File: src/rtl/net_tx_arbiter_if.sv
// net_tx_arbiter_if
//   Bundles the two requester byte streams, the shared network stream and the
//   arbiter status outputs of net_tx_arbiter.
//   slave  : arbiter view (requester data/valid/last and net_tready_in are inputs)
//   master : environment view (drives requesters and net_tready_in, observes the rest)
//   Signals:
//     arp_tdata_in[7:0], arp_tvalid_in, arp_tlast_in, arp_tready_out  requester 0
//     ip_tdata_in[7:0],  ip_tvalid_in,  ip_tlast_in,  ip_tready_out   requester 1
//     net_tdata_out[7:0], net_tvalid_out, net_tlast_out, net_tready_in shared stream
//     arb_grant_out[1:0]  one-hot owner (bit0 ARP, bit1 IP)
//     arb_busy_out        arbiter not idle
//     arp_frame_cnt_out, ip_frame_cnt_out [15:0]  completed frames
interface net_tx_arbiter_if;
  logic [7:0]  arp_tdata_in;
  logic        arp_tvalid_in;
  logic        arp_tlast_in;
  logic        arp_tready_out;
  logic [7:0]  ip_tdata_in;
  logic        ip_tvalid_in;
  logic        ip_tlast_in;
  logic        ip_tready_out;
  logic [7:0]  net_tdata_out;
  logic        net_tvalid_out;
  logic        net_tlast_out;
  logic        net_tready_in;
  logic [1:0]  arb_grant_out;
  logic        arb_busy_out;
  logic [15:0] arp_frame_cnt_out;
  logic [15:0] ip_frame_cnt_out;

  modport slave (
    input  arp_tdata_in, arp_tvalid_in, arp_tlast_in,
    input  ip_tdata_in, ip_tvalid_in, ip_tlast_in,
    input  net_tready_in,
    output arp_tready_out, ip_tready_out,
    output net_tdata_out, net_tvalid_out, net_tlast_out,
    output arb_grant_out, arb_busy_out,
    output arp_frame_cnt_out, ip_frame_cnt_out
  );

  modport master (
    output arp_tdata_in, arp_tvalid_in, arp_tlast_in,
    output ip_tdata_in, ip_tvalid_in, ip_tlast_in,
    output net_tready_in,
    input  arp_tready_out, ip_tready_out,
    input  net_tdata_out, net_tvalid_out, net_tlast_out,
    input  arb_grant_out, arb_busy_out,
    input  arp_frame_cnt_out, ip_frame_cnt_out
  );
endinterface

File: src/rtl/net_tx_arbiter.sv
// net_tx_arbiter
//   Two-requester (ARP, IP) frame arbiter onto one network byte stream.
//   The grant is taken in IDLE and held for a whole frame; frame end is a
//   granted beat with tlast accepted by the network side.
//   Parameters:
//     PRIORITY_MODE  0 = round-robin on ties, 1 = ARP always wins ties
//     IFG_CYCLES     inter-frame gap length (1..255), used with NET_TX_IFG_EN
//   Ports:
//     logic_clk  rising-edge clock
//     logic_rst  asynchronous active-high reset
//     bus        net_tx_arbiter_if.slave (streams, grant, busy, frame counters)
//   Build option:
//     NET_TX_IFG_EN  when defined, every frame is followed by IFG_CYCLES idle
//                    cycles in GAP; otherwise frame end returns straight to IDLE.
//
//   state | meaning
//   IDLE  | no owner, pick a requester when any tvalid is high
//   XFER  | granted requester is connected to the network stream
//   GAP   | inter-frame gap, outputs held at 0 (NET_TX_IFG_EN only)
module net_tx_arbiter #(
  parameter int PRIORITY_MODE = 0,
  parameter int IFG_CYCLES    = 12
) (
  input logic           logic_clk,
  input logic           logic_rst,
  net_tx_arbiter_if.slave bus
);

  if (IFG_CYCLES < 1 || IFG_CYCLES > 255) begin : g_bad_ifg
    $error("IFG_CYCLES must be in 1..255");
  end

`ifdef NET_TX_IFG_EN
  typedef enum logic [1:0] {IDLE, XFER, GAP} state_e;
  localparam logic [7:0] GapLoad = 8'(IFG_CYCLES);
  logic [7:0] gap_cnt_q, gap_cnt_d;
`else
  typedef enum logic [1:0] {IDLE, XFER} state_e;
`endif

  state_e      state_q, state_d;
  logic [1:0]  grant_q, grant_d;
  logic        last_ip_q, last_ip_d;   // 1 = IP was granted most recently
  logic [15:0] arp_cnt_q, arp_cnt_d;
  logic [15:0] ip_cnt_q, ip_cnt_d;

  logic        in_xfer;
  logic        sel_valid;
  logic        sel_last;
  logic [7:0]  sel_data;
  logic        frame_end;
  logic        pick_arp;

  always_comb begin
    sel_valid = 1'b0;
    sel_last  = 1'b0;
    sel_data  = 8'h00;
    if (grant_q[0]) begin
      sel_valid = bus.arp_tvalid_in;
      sel_last  = bus.arp_tlast_in;
      sel_data  = bus.arp_tdata_in;
    end else if (grant_q[1]) begin
      sel_valid = bus.ip_tvalid_in;
      sel_last  = bus.ip_tlast_in;
      sel_data  = bus.ip_tdata_in;
    end
  end

  assign in_xfer   = (state_q == XFER);
  assign frame_end = in_xfer & sel_valid & sel_last & bus.net_tready_in;

  // On a tie, round-robin hands the stream to whoever was not served last.
  always_comb begin
    if (PRIORITY_MODE == 1) pick_arp = bus.arp_tvalid_in;
    else                    pick_arp = bus.arp_tvalid_in & (~bus.ip_tvalid_in | last_ip_q);
  end

  always_comb begin
    state_d   = state_q;
    grant_d   = grant_q;
    last_ip_d = last_ip_q;
    arp_cnt_d = arp_cnt_q;
    ip_cnt_d  = ip_cnt_q;
`ifdef NET_TX_IFG_EN
    gap_cnt_d = gap_cnt_q;
`endif
    unique case (state_q)
      IDLE: begin
        if (bus.arp_tvalid_in | bus.ip_tvalid_in) begin
          state_d   = XFER;
          grant_d   = pick_arp ? 2'b01 : 2'b10;
          last_ip_d = ~pick_arp;
        end
      end
      XFER: begin
        if (frame_end) begin
          grant_d = 2'b00;
          if (grant_q[0]) arp_cnt_d = arp_cnt_q + 16'd1;
          else            ip_cnt_d  = ip_cnt_q + 16'd1;
`ifdef NET_TX_IFG_EN
          state_d   = GAP;
          gap_cnt_d = GapLoad;
`else
          state_d   = IDLE;
`endif
        end
      end
`ifdef NET_TX_IFG_EN
      GAP: begin
        gap_cnt_d = gap_cnt_q - 8'd1;
        if (gap_cnt_q == 8'd1) state_d = IDLE;
      end
`endif
      default: state_d = IDLE;
    endcase
  end

  always_ff @(posedge logic_clk or posedge logic_rst) begin
    if (logic_rst) begin
      state_q   <= IDLE;
      grant_q   <= 2'b00;
      last_ip_q <= 1'b1;
      arp_cnt_q <= 16'h0000;
      ip_cnt_q  <= 16'h0000;
`ifdef NET_TX_IFG_EN
      gap_cnt_q <= 8'h00;
`endif
    end else begin
      state_q   <= state_d;
      grant_q   <= grant_d;
      last_ip_q <= last_ip_d;
      arp_cnt_q <= arp_cnt_d;
      ip_cnt_q  <= ip_cnt_d;
`ifdef NET_TX_IFG_EN
      gap_cnt_q <= gap_cnt_d;
`endif
    end
  end

  assign bus.net_tvalid_out    = in_xfer & sel_valid;
  assign bus.net_tlast_out     = in_xfer & sel_last;
  assign bus.net_tdata_out     = in_xfer ? sel_data : 8'h00;
  assign bus.arp_tready_out    = in_xfer & grant_q[0] & bus.net_tready_in;
  assign bus.ip_tready_out     = in_xfer & grant_q[1] & bus.net_tready_in;
  assign bus.arb_grant_out     = grant_q;
  assign bus.arb_busy_out      = (state_q != IDLE);
  assign bus.arp_frame_cnt_out = arp_cnt_q;
  assign bus.ip_frame_cnt_out  = ip_cnt_q;

endmodule
File: src/flat_wrapper.sv
// flat-port wrapper written by rule: the top's interface ports become plain ports
module net_tx_arbiter_flat 
#(
  parameter int PRIORITY_MODE = 0,
  parameter int IFG_CYCLES    = 12
)
  (logic_clk, logic_rst, bus_arp_tdata_in, bus_arp_tvalid_in, bus_arp_tlast_in, bus_ip_tdata_in, bus_ip_tvalid_in, bus_ip_tlast_in, bus_net_tready_in, bus_arp_tready_out, bus_ip_tready_out, bus_net_tdata_out, bus_net_tvalid_out, bus_net_tlast_out, bus_arb_grant_out, bus_arb_busy_out, bus_arp_frame_cnt_out, bus_ip_frame_cnt_out);
  net_tx_arbiter_if bus_i ();
  input logic logic_clk;
  input logic logic_rst;
  input wire logic [$bits(bus_i.arp_tdata_in)-1:0] bus_arp_tdata_in;
  input wire logic [$bits(bus_i.arp_tvalid_in)-1:0] bus_arp_tvalid_in;
  input wire logic [$bits(bus_i.arp_tlast_in)-1:0] bus_arp_tlast_in;
  input wire logic [$bits(bus_i.ip_tdata_in)-1:0] bus_ip_tdata_in;
  input wire logic [$bits(bus_i.ip_tvalid_in)-1:0] bus_ip_tvalid_in;
  input wire logic [$bits(bus_i.ip_tlast_in)-1:0] bus_ip_tlast_in;
  input wire logic [$bits(bus_i.net_tready_in)-1:0] bus_net_tready_in;
  output wire logic [$bits(bus_i.arp_tready_out)-1:0] bus_arp_tready_out;
  output wire logic [$bits(bus_i.ip_tready_out)-1:0] bus_ip_tready_out;
  output wire logic [$bits(bus_i.net_tdata_out)-1:0] bus_net_tdata_out;
  output wire logic [$bits(bus_i.net_tvalid_out)-1:0] bus_net_tvalid_out;
  output wire logic [$bits(bus_i.net_tlast_out)-1:0] bus_net_tlast_out;
  output wire logic [$bits(bus_i.arb_grant_out)-1:0] bus_arb_grant_out;
  output wire logic [$bits(bus_i.arb_busy_out)-1:0] bus_arb_busy_out;
  output wire logic [$bits(bus_i.arp_frame_cnt_out)-1:0] bus_arp_frame_cnt_out;
  output wire logic [$bits(bus_i.ip_frame_cnt_out)-1:0] bus_ip_frame_cnt_out;
  assign bus_i.arp_tdata_in = bus_arp_tdata_in;
  assign bus_i.arp_tvalid_in = bus_arp_tvalid_in;
  assign bus_i.arp_tlast_in = bus_arp_tlast_in;
  assign bus_i.ip_tdata_in = bus_ip_tdata_in;
  assign bus_i.ip_tvalid_in = bus_ip_tvalid_in;
  assign bus_i.ip_tlast_in = bus_ip_tlast_in;
  assign bus_i.net_tready_in = bus_net_tready_in;
  assign bus_arp_tready_out = bus_i.arp_tready_out;
  assign bus_ip_tready_out = bus_i.ip_tready_out;
  assign bus_net_tdata_out = bus_i.net_tdata_out;
  assign bus_net_tvalid_out = bus_i.net_tvalid_out;
  assign bus_net_tlast_out = bus_i.net_tlast_out;
  assign bus_arb_grant_out = bus_i.arb_grant_out;
  assign bus_arb_busy_out = bus_i.arb_busy_out;
  assign bus_arp_frame_cnt_out = bus_i.arp_frame_cnt_out;
  assign bus_ip_frame_cnt_out = bus_i.ip_frame_cnt_out;
  net_tx_arbiter #(.PRIORITY_MODE(PRIORITY_MODE), .IFG_CYCLES(IFG_CYCLES)) u_core (.logic_clk(logic_clk), .logic_rst(logic_rst), .bus(bus_i));
endmodule
File: config.mk
export PLATFORM = sky130hd
export DESIGN_NAME = net_tx_arbiter_flat
export DESIGN_NICKNAME = d
export VERILOG_FILES = /design/src/rtl/net_tx_arbiter_if.sv /design/src/rtl/net_tx_arbiter.sv /design/src/flat_wrapper.sv
export SDC_FILE = /design/constraint.sdc
export NUM_CORES = 1
export LEC_CHECK = 0
export ABC_CLOCK_PERIOD_IN_PS = 2950
export CAP_MARGIN = 20
export CORE_ASPECT_RATIO = 1.75
export CORE_MARGIN = 8
export CORE_UTILIZATION = 45
export DETAILED_ROUTE_END_ITERATION = 8
export GPL_ROUTABILITY_DRIVEN = 0
export PLACE_DENSITY = 0.81
export SKIP_CTS_REPAIR_TIMING = 1
export SYNTH_ARGS = -nofsm -noshare
export SYNTH_HDL_FRONTEND = slang
export SYNTH_SLANG_ARGS = --single-unit
File: constraint.sdc
create_clock -name logic_clk -period 2.95 [get_ports logic_clk]
set_input_delay 0.295 -clock logic_clk [delete_from_list [all_inputs] [get_ports logic_clk]]
set_output_delay 0.295 -clock logic_clk [all_outputs]
set_load 0.02 [all_outputs]
==> flow_summary_export.csv <==
group,metric,value,unit
sta,setup_ws,0.5049,ns
floorplanning,dieArea,6515,um2
global_route,antenna_found_initial,0,
power,power_density,553.7,nW/um2
floorplanning,coreArea,4034,um2
synth,yosysSeqAreaShare,0.4862,
floorplanning,initial_core_util,0.4600,
critical_path,crit_buf_inv,1,
clock_tree,cts_tree,"built",
global_route,grtUsageTotal,0.1500,
synth,yosysUniqueCellTypes,34,
detailed_routing,antenna_left,0,
sta,drv_slew,0,
power,p_leak,1.195,nW
final_layout,final_common_cell,"clkdlybuf4s50_1",
clock_tree,clock-root-buffer,"clkbuf_8",
clock_tree,clkSlewWorstSetupHoldPaths,0.07,ns
sta,fin_setup_tns,0,ns
detailed_routing,drtPass1Iterations,4,
final_layout,antenna-diode-count,0,
power,vdd_drop_max,0.0004507,V
sta,finalCritPeriodShare,0.8289,
synth,syn_nets,199,
synth,yosys.area.top_type,"dfrtp_1",
synth,ys_async_sr_fraction,1.000,
synth,synth_area,1856,um2
global_route,grt_max_degree,37,
clock_tree,cts_inserted_buffers,5,
critical_path,cp-start-kind,"flop",
critical_path,cp_max_fo,8,
floorplanning,die_height,100.9,um
detailed_routing,wire_per_inst,15.30,um
sta,fmax,409.0,MHz
final_layout,mostFrequentLayoutCells,"69 x clkdlybuf4s50_1, 35 x dfrtp_1, 18 x xnor2_1, 15 x nand2_1, 15 x nor2_1",
detailed_routing,drt-initial-drc-count,39,
job,cap_viol_max_count,0,
place,port_buffers,69,
final_layout,layout.nets,273,
critical_path,rrSetupSlack,1.04,ns
synth,yosys_warnings,0,
critical_path,timing.rr.end,"u_core.bus.arp_frame_cnt_out[6]",
final_layout,fillCellCount,320,
critical_path,cp_cell_sequence,"nor2b_1 -> a22oi_1 -> nor2_1 -> clkdlybuf4s50_1",
critical_path,cp_slowest_cell,"clkdlybuf4s50_1",
clock_tree,clkSinkCount,36,
final_layout,finalNonFillerCells,298,
critical_path,cp-startpoint,"u_core.bus.arb_grant_out[1]",
critical_path,worstPathRequired,2.65,ns
critical_path,criticalPathCategory,"flop to output port",
synth,synth_seq_cells,36,
sta,slew_headroom,0.6363,
clock_tree,clock_latency,0.29,ns
global_route,grt_pass1_vias,1758,
clock_tree,cts_htree_levels,2,
critical_path,critPathArrivalTime,2.15,ns
sta,final-setup-viol-count,0,
critical_path,rr_worst_depth,5,
place,post-place-cells,290,
synth,synthCells,174,
detailed_routing,viasPerCell,5.336,
sta,grt_setup_unrepaired,"no",
critical_path,reg2reg_from,"u_core.bus.arb_grant_out[0]",
critical_path,crit_family,"simple AND/OR/NAND/NOR gates",
place,hpwlAfterDp,3608,um
final_layout,synthToLayoutAreaGrowth,45.92,%
synth,synthTopCellsByArea,"dfrtp_1 47%, xnor2_1 8.5%, xor2_1 5.7%, nand3_1 3.8%, a22oi_1 3.2%",
synth,synth_top_cell_area_share,0.4720,
floorplanning,io_pins,70,
synth,synth_flop_cell,"dfrtp_1",
critical_path,cpPeakStageDelay,0.62,ns
detailed_routing,drt-total-wl,4559,um
critical_path,critPathCaptureType,"output port",
sta,skew,0.006949,ns
sta,whs,0.4088,ns
detailed_routing,post-route-drc-count,0,
synth,synth-edff-count,0,
run_status,status,"complete, no violations",
sta,worst_pin_slew,0.5445,ns
clock_tree,clockBufferDepth,2,
final_layout,layout-drive-gt1-share,0.1004,
place,dpl_worst_slack,0.7532,ns
floorplanning,die_w,64.54,um
worst_hold_path,worst_hold_path_type,"input port to asynchronous set/reset pin",
global_route,grt.overflow.total,0,
synth,synth_area_per_cell,10.66,um2
sta,hold_viol_final,0,
global_route,grt_pass1_wl,7838,um
detailed_routing,vias,1590,
sta,period_minus_slack,2.445,ns
floorplanning,rows,31,
worst max-delay path by stage:
stage | end | slack, ns | cells after the start
after detailed placement | bus_net_tlast_out | 0.75 | 4
after global routing | bus_net_tdata_out[2] | 0.33 | 4
after global placement | bus_net_tlast_out | 0.76 | 4
final | bus_net_tdata_out[5] | 0.50 | 4
after floorplan | u_core.bus.arb_grant_out[1] | 1.20 | 4
after CTS | bus_net_tdata_out[5] | 0.49 | 4
layer usage:
layer  routed length (um)  GRT usage
met1                 1670     0.1449
met2                 2385     0.2638
met3                  406    0.05902
met4                   96    0.07939
met5                    0          0
cell type report:
type	count	area, um2	area share
inverters	6	22.52	0.008318
well taps	49	61.31	0.02264
flip-flops and latches	36	902.1	0.3332
repair buffers	71	705.7	0.2606
multi-input cells	128	908.4	0.3355
clock inverters	2	35.03	0.01294
clock buffers	6	72.57	0.02680
cells by family after synthesis:
logic type	share of synthesized area
and+or+nand+nor	0.2448
DFF	0.4862
adders and majority gates	0.01348
AOI/OAI and AO/OA	0.07755
xor gates and xnor gates	0.1416
buffers and inverters	0.02427
muxes	0.01214
metrics by stage:
step / power [mW] / instance area, um2 / util
2_1_floorplan: 0.8511 / 1856 / -
6_report: 1.499 / 2708 / 0.6712
3_5_place_dp: 1.087 / 2600 / 0.6445
4_1_cts: 1.515 / 2708 / 0.6712
3_3_place_gp: 1.081 / 2600 / 0.6445
5_1_grt: 1.575 / 2708 / 0.6712
flip-flops by register name, indices dropped and copies added (netlist names):
| signal | flops |
|---|---|
| u_core.state_q | 1 |
| u_core.bus.ip_frame_cnt_out | 16 |
| u_core.bus.arp_frame_cnt_out | 16 |
| u_core.bus.arb_grant_out | 2 |
| u_core.last_ip_q | 1 |
synthesized netlist by cell type, drive strengths merged (2+ instances only):
library cell / n
xnor2: 18
nand3b: 2
nor2: 15
clkbuf: 3
dfrtp: 35
nand4: 9
xor2: 12
nand3: 14
mux2: 2
and4: 2
ha: 2
a22oi: 8
a31o: 2
nor4: 3
nand2: 15
and3: 4
inv: 6
nor3: 7
a21oi: 5
report_power, final:
group	internal [mW]	switching [mW]
Combinational	0.232	0.247
Clock	0.251	0.174
Sequential	0.537	0.0591
Total	1.02	0.480
worst reg2reg max path: cells and delay by family (launching register included):
kind / cells / cell delay [ns]
flops: 1 / 0.46
xor+xnor: 1 / 0.17
simple gates: 2 / 0.50
buf+inv: 1 / 0.21
compound gates: 1 / 0.49
Power figures use the tool's default switching activity.
==> RTL edit (same settings) <==
Make the reset (`logic_rst`) synchronous in one clocked block. Comments in the files are not updated.
--- a/src/rtl/net_tx_arbiter.sv
+++ b/src/rtl/net_tx_arbiter.sv
@@ -115,7 +115,7 @@
     endcase
   end
 
-  always_ff @(posedge logic_clk or posedge logic_rst) begin
+  always_ff @(posedge logic_clk) begin
     if (logic_rst) begin
       state_q   <= IDLE;
       grant_q   <= 2'b00;
Function: differs if logic_rst is asserted again (counterexample within 4 cycles, from zero or initial values and one cycle with logic_rst high); with logic_rst held inactive, the same outputs for 10 cycles.
==> RTL edit against the original RTL <==
Area after synthesis up 1.8%; cell count rose by 15%; sequential share of layout area down 6.7 points; count of clock-buffer cells in the layout increased by 1; sequential cell count unchanged; routed wire length grew 8.7%; worst setup slack got worse by 0.025 ns; final area down 0.19%; highest routed layer unchanged.
Power is not compared: it rests on default switching activity, and its combinational part moved more than twofold at a synthesized area within 25%.
==> RTL edit: results <==
metrics = {
    "global_routing": {
        "gr-usage-all-layers": 0.156,
        "antenna_found_initial": 0,
        "met2_usage": 0.270,
        "grt_max_degree": 23,
        "use_met3": 0.0653,
        "grt_pass1_wl_mm": 8.40,
        "met1_usage": 0.163,
    },
    "synthesis": {
        "muxShareOfSynthArea": 0.0113,
        "synthAdderAreaFrac": 0.0132,
        "synth_warnings": 0,
        "async_reset_ff_frac": 0,
        "ys.flop_type": "dfxtp_1",
        "yosys-top-cells-area": "dfxtp_1, xnor2_1, nor2_1",
        "synthTopCellsByCount": "dfxtp_1, nor2_1, xnor2_1",
        "seq_area_frac_synth": 0.381,
        "synth-xor-area-share": 0.0881,
        "ys_types": 40,
        "syn-num-nets": 251,
        "synth_compound_area_frac": 0.137,
        "synth.avg_cell_area_um2": 8.36,
    },
    "finish": {
        "bufAreaShareNonClock": 0.261,
        "multi_input_cells": 174,
        "nFlopsAndLatches": 36,
        "multi_input_area_share": 0.406,
        "clk_share": 0.0347,
        "drive_gt1_frac": 0.0508,
        "n_clock_buffer": 7,
        "num-nets-final": 319,
        "fillers": 359,
        "ff_latch_area_um2": 721,
        "postLayoutCoreUtil": 0.664,
    },
    "placement": {
        "dp_hpwl_mm": 3.82,
        "place_inst": 336,
        "place_ws_ns": 0.653,
    },
    "setup_path": {
        "cp_slowest_stage_delay_ns": 0.61,
        "rrSetupSlack_ns": 0.80,
        "r2r-end": "u_core.bus.ip_frame_cnt_out[9]$_SDFFE_PP0P_",
        "arrival_ns": 2.18,
        "r2r_start": "u_core.state_q[0]$_SDFFE_PP0P_",
        "crit_fanout": 18,
        "crit_end": "bus_net_tdata_out[7]",
        "reg2reg_depth": 4,
        "startpoint": "u_core.bus.arb_grant_out[0]$_SDFFE_PP0P_",
    },
    "drt": {
        "avgViaCountPerCell": 5.54,
        "num_vias": 1905,
        "wl_met1_mm": 1.92,
        "wl_mm": 4.96,
        "wl_met3_um": 470,
        "met2WireLength_mm": 2.48,
        "drt_iter0_drc": 43,
        "first_pass_iters": 7,
    },
    "worst_hold_path": {
        "holdCritPathClass": "reg -> reg",
    },
    "clocking": {
        "cts_root_buffer": "clkbuf_8",
    },
    "run_status": {
        "outcome": "complete, no violations",
    },
    "timing": {
        "maxSlewHeadroom": 0.473,
        "max_freq_mhz": 405,
        "fin_worst_skew_ns": 0.00830,
        "whs_ns": 0.483,
    },
    "die": {
        "die_area_um2": 6610,
    },
}
==> RTL edit: changes by cell type after synthesis, moves of 4 or more <==
| cell | delta |
|---|---|
| dfrtp_1 | -35 |
| a21oi_1 | +8 |
| dfxtp_1 | +36 |
| or3_1 | +6 |
| nor2_1 | +10 |
| o21ai_0 | +5 |
| nor4_1 | +6 |
| nor3_1 | +5 |
| xor2_1 | -8 |
| nor3_2 | -4 |
| nor2b_1 | +9 |
==> RTL edit: power by group <==
group,switching (mW),internal (mW)
Clock,0.171,0.190
Sequential,0.0115,0.490
Combinational,0.0528,0.0601
==> RTL edit: cell families (layout without fill, tap and decap cells) <==
| family | after synthesis | in the layout |
|---|---|---|
| mux | 2 | 2 |
| buf+inv | 16 | 85 |
| flops | 36 | 36 |
| xor+xnor | 19 | 19 |
| fa+ha+maj | 2 | 2 |
| simple gates | 111 | 111 |
| compound gates | 40 | 40 |
